**src/rtl/dct4_pkg.sv**
```systemverilog
// Shared constants, output-width helper and stage-1 record for the 4-point DCT pipe.
package dct4_pkg;
  localparam int SH_EVEN = 6;
  localparam int SH_ODD  = 5;
  localparam int MAX_DW  = 16;
  localparam int S1_W    = MAX_DW + 1;

  function automatic int out_w(input int data_w);
    return data_w + 8;
  endfunction

  // Butterfly terms sized for the widest legal DATA_W; narrower inputs are sign-extended.
  typedef struct packed {
    logic signed [S1_W-1:0] a0;
    logic signed [S1_W-1:0] a1;
    logic signed [S1_W-1:0] b0;
    logic signed [S1_W-1:0] b1;
    logic                   last;
  } s1_t;
endpackage

```
**src/rtl/dct4_pipe_stage.sv**
```systemverilog
// One valid/ready register slice: loads when downstream takes the held entry or the slice is empty.
module dct4_pipe_stage #(
  parameter int W = 8
) (
  input  logic         clk,
  input  logic         rst,
  input  logic         clear,
  input  logic         in_valid,
  output logic         in_ready,
  input  logic [W-1:0] in_data,
  output logic         out_valid,
  input  logic         out_ready,
  output logic [W-1:0] out_data
);
  logic         valid_q, valid_d;
  logic [W-1:0] data_q, data_d;

  assign in_ready  = out_ready | ~valid_q;
  assign out_valid = valid_q;
  assign out_data  = data_q;

  always_comb begin
    valid_d = valid_q;
    data_d  = data_q;
    if (clear) begin
      valid_d = 1'b0;
    end else if (in_ready) begin
      valid_d = in_valid;
      if (in_valid) data_d = in_data;
    end
  end

  always_ff @(posedge clk or posedge rst) begin
    if (rst) begin
      valid_q <= 1'b0;
      data_q  <= '0;
    end else begin
      valid_q <= valid_d;
      data_q  <= data_d;
    end
  end
endmodule

```
**src/rtl/dct4_pipe.sv**
```systemverilog
// Two-stage 4-point integer DCT with valid/ready flow control and per-block last marking.
module dct4_pipe
  import dct4_pkg::*;
#(
  parameter  int DATA_W = 8,
  parameter  int ROWS   = 4,
  localparam int OUT_W  = out_w(DATA_W)
) (
  input  logic                     clk,
  input  logic                     rst,
  input  logic                     in_valid,
  output logic                     in_ready,
  input  logic signed [DATA_W-1:0] x0,
  input  logic signed [DATA_W-1:0] x1,
  input  logic signed [DATA_W-1:0] x2,
  input  logic signed [DATA_W-1:0] x3,
  input  logic                     clear,
  output logic                     out_valid,
  input  logic                     out_ready,
  output logic signed [OUT_W-1:0]  y0,
  output logic signed [OUT_W-1:0]  y1,
  output logic signed [OUT_W-1:0]  y2,
  output logic signed [OUT_W-1:0]  y3,
  output logic                     out_last
);
  localparam int CNT_W = (ROWS > 1) ? $clog2(ROWS) : 1;
  localparam int S2_W  = 4*OUT_W + 1;

  logic [CNT_W-1:0] row_q, row_d;
  logic             s1_in_valid, s1_in_ready, s1_valid, s2_in_ready, accept;
  s1_t              s1_d, s1_q;
  logic [S2_W-1:0]  s2_d, s2_q;
  logic signed [OUT_W-1:0] e0, e1, e2, e3;

  // clear blocks the input side so a coincident vector is neither loaded nor counted.
  assign s1_in_valid = in_valid & ~clear;
  assign in_ready    = s1_in_ready & ~clear;
  assign accept      = in_valid & in_ready;

  always_comb begin
    row_d = row_q;
    if (accept) row_d = (row_q == CNT_W'(ROWS-1)) ? '0 : row_q + 1'b1;
  end

  always_ff @(posedge clk or posedge rst) begin
    if (rst)        row_q <= '0;
    else if (clear) row_q <= '0;
    else            row_q <= row_d;
  end

  always_comb begin
    s1_d.a0   = S1_W'(x0) + S1_W'(x3);
    s1_d.a1   = S1_W'(x1) + S1_W'(x2);
    s1_d.b0   = S1_W'(x0) - S1_W'(x3);
    s1_d.b1   = S1_W'(x1) - S1_W'(x2);
    s1_d.last = (row_q == CNT_W'(ROWS-1));
  end

  dct4_pipe_stage #(.W($bits(s1_t))) u_s1 (
    .clk       (clk),
    .rst       (rst),
    .clear     (clear),
    .in_valid  (s1_in_valid),
    .in_ready  (s1_in_ready),
    .in_data   (s1_d),
    .out_valid (s1_valid),
    .out_ready (s2_in_ready),
    .out_data  (s1_q)
  );

  // Full-precision butterfly; magnitudes always fit OUT_W so truncation drops only sign copies.
  always_comb begin
    e0 = OUT_W'((32'($signed(s1_q.a0)) + 32'($signed(s1_q.a1))) <<< SH_EVEN);
    e2 = OUT_W'((32'($signed(s1_q.a0)) - 32'($signed(s1_q.a1))) <<< SH_EVEN);
    e1 = OUT_W'((32'($signed(s1_q.b1)) + (32'($signed(s1_q.b0)) <<< 1)) <<< SH_ODD);
    e3 = OUT_W'((32'($signed(s1_q.b0)) - (32'($signed(s1_q.b1)) <<< 1)) <<< SH_ODD);
    s2_d = {e0, e1, e2, e3, s1_q.last};
  end

  dct4_pipe_stage #(.W(S2_W)) u_s2 (
    .clk       (clk),
    .rst       (rst),
    .clear     (clear),
    .in_valid  (s1_valid),
    .in_ready  (s2_in_ready),
    .in_data   (s2_d),
    .out_valid (out_valid),
    .out_ready (out_ready),
    .out_data  (s2_q)
  );

  assign {y0, y1, y2, y3, out_last} = s2_q;
endmodule
```
**config.mk**
```make
export PLATFORM = sky130hd
export DESIGN_NAME = dct4_pipe
export DESIGN_NICKNAME = d
export VERILOG_FILES = /design/src/rtl/dct4_pkg.sv /design/src/rtl/dct4_pipe_stage.sv /design/src/rtl/dct4_pipe.sv
export SDC_FILE = /design/constraint.sdc
export NUM_CORES = 1
export LEC_CHECK = 0
export ABC_CLOCK_PERIOD_IN_PS = 3200
export BUFFER_PORTS_ARGS = -buffer_cell sky130_fd_sc_hd__buf_2
export CORE_MARGIN = 2
export CORE_UTILIZATION = 65
export DETAILED_ROUTE_END_ITERATION = 16
export PLACE_DENSITY = 0.88
export SYNTH_ARGS = -nofsm -noshare
export SYNTH_HDL_FRONTEND = slang
export SYNTH_HIERARCHICAL = 1
export SYNTH_SLANG_ARGS = --single-unit
```
**constraint.sdc**
```tcl
create_clock -name clk -period 3.2 [get_ports clk]
set_input_delay 0.32 -clock clk [delete_from_list [all_inputs] [get_ports clk]]
set_output_delay 0.32 -clock clk [all_outputs]
set_load 0.01 [all_outputs]
```
==> results.cfg <==
[run_status]
outcome = finished, final reports clean

[timing]
finClkSkew_ns = 0.00666
tns_ns = 0
grt_setup_unrepaired = no
finalHoldWorstSlack_ns = 0.258
fin_crit_ns = 2.34
worstMarginPinSlew_ns = 0.560
period_share = 0.731
relSlewSlack = 0.622
drv_slew = 0
final-hold-violation-count = 0
setup_ws_ns = 0.862
maxClockFrequency_mhz = 428
setup_viol = 0

[clock_network]
cts_resized = 0
root_buffer = clkbuf_16
cts_tree = yes
clkTransAtPathRegs_ns = 0.07
clk_latency_ns = 0.35
clk_path_buf_depth = 2
cts_max_level = 3
cts.sinks = 112
cts_buffers = 9

[floorplanning]
die_area_mm2 = 0.0126
fp.dieH_um = 112
io_pins = 104
row_count = 39
fp.dieW_um = 112
start_util = 0.665
core_area_mm2 = 0.0114

[finish]
area_delta_synth_final_pct = 12.3
finalCoreUtilization = 0.747
final_area_mm2 = 0.00853
insertedDiodeCount = 0
drive_above_1_share = 0.311
num-nets-final = 903

[power]
p_sw_uw = 2670
sw_frac_of_total = 0.376
p_int_uw = 4430
powerDensity_mw_per_mm2 = 832
pwr-share-clk = 0.180
seq_power_share = 0.319
comb_power_share = 0.501
p_leak_uw = 0.00419
peakVddDrop_mv = 0.716

[global_route]
grt_pass1_vias = 5408
grt_pass1_wl_um = 26700
use_met2 = 0.454
grt_max_degree = 66
grtUsageMet3 = 0.0427
use_met1 = 0.354
grt_overflow_total = 0
grt_antenna_before_repair = 0
track_usage = 0.266
grt-busiest-layer = met2

[flow_run]
maxCapViolCount = 0

[detailed_routing]
ant_nets = 0
vias = 5261
initialDrtViolationCount = 366
drc = 0
viasPerCell = 5.61
wl_per_cell_um = 17.1
wirelength_um = 16000
drt_first_pass_iters = 4

[placement]
port_buffers = 103
place_ws_ns = 0.909
place_hpwl_um = 12100
dpl-instance-area_mm2 = 0.00817
gp_congestion = 0.913

[synthesis]
yosysWarnings = 6
synth_area_per_cell_um2 = 11.2
syn_area_mm2 = 0.00759
syn-instance-count = 677

[worst_setup_path]
critical_path_arrival_ns = 2.58
worstSetupPathType = reg2reg
cp.required_ns = 3.44
worstSetupEndpointType = flip-flop
critPathMaxFanout = 3
startpoint_type = flip-flop

[min_path]
hold_class = in2reg
## worst paths after layout
kind / start / end / slack (ns) / cells past startpoint
max reg2reg: u_s1/out_data[19]$_DFFE_PP0P_ / u_s2/out_data[15]$_DFFE_PP0P_ / 0.86 / 10
max: u_s1/out_data[19]$_DFFE_PP0P_ / u_s2/out_data[15]$_DFFE_PP0P_ / 0.86 / 10
max in group asynchronous: rst / u_s1/out_data[42]$_DFFE_PP0P_ / 2.10 / 4
min in group asynchronous: rst / row_q[0]$_DFFE_PP0P_ / 0.41 / 3
min: in_valid / row_q[1]$_DFFE_PP0P_ / 0.26 / 3
min reg2reg: u_s2/out_data[13]$_DFFE_PP0P_ / u_s2/out_data[13]$_DFFE_PP0P_ / 0.51 / 1
## power groups by stage
stage	Combinational [µW]	Clock, µW	Sequential [µW]
2_1_floorplan	2490	0	2360
3_3_place_gp	3400	0	2250
3_5_place_dp	3490	0	2270
4_1_cts	3550	1300	2260
5_1_grt	3880	1360	2330
6_report	3550	1280	2260
## layout make-up
cell class	count	area (µm²)
clock buffers	9	225
clock inverters	7	120
fillers	755	2890
inverters	73	274
multi-input cells	484	4350
flip-flops and latches	112	2800
well taps	143	179
repair buffers	109	576
## critical path: stages, from the launching register on
cell and delay [ns]:
dfrtp_1 0.40, inv_1 0.11, ha_1 0.19, inv_1 0.06, fa_1 0.41, a21oi_1 0.22
o211ai_1 0.16, nor3_1 0.17, o21bai_1 0.11, xor2_1 0.14, mux2_2 0.27
## timing repair
item | in CTS | in global routing
endpoints found under the hold margin | 2 | 0
hold buffers | 1 | 0
buffers inserted | 0 | 0
## stage by stage
stage	power, µW	instances
detailed placement	5770	920
global placement	5640	920
finish	7090	937
floorplan	4850	698
CTS	7110	937
global route	7570	937
## placed cells by master, fill, tap and decap left out, types with 9 or more instances in the layout
| cell type | instances |
|---|---|
| dfrtp_1 | 112 |
| buf_2 | 103 |
| inv_1 | 72 |
| ha_1 | 69 |
| mux2_2 | 54 |
| mux2_4 | 50 |
| nor2_1 | 47 |
| xnor2_1 | 36 |
| a21oi_1 | 28 |
| conb_1 | 22 |
| xor2_1 | 16 |
| nand2_1 | 13 |
| nor3_1 | 13 |
| nand3_1 | 11 |
| nor2b_1 | 11 |
| o21ai_0 | 10 |
| clkbuf_16 | 9 |
## layer usage
| metal | part of all wire | wire, µm |
|---|---|---|
| met5 | 0 | 0 |
| met1 | 0.45 | 7150 |
| met2 | 0.50 | 8000 |
| met4 | 0.020 | 323 |
| met3 | 0.032 | 511 |
## state kept, by name, indices dropped and copies added (netlist names)
register,cells
u_s2/out_data,65
row_q,2
u_s1/out_valid,1
u_s1/out_data,43
u_s2/out_valid,1
No activity file was read; power rests on OpenSTA's default activity.
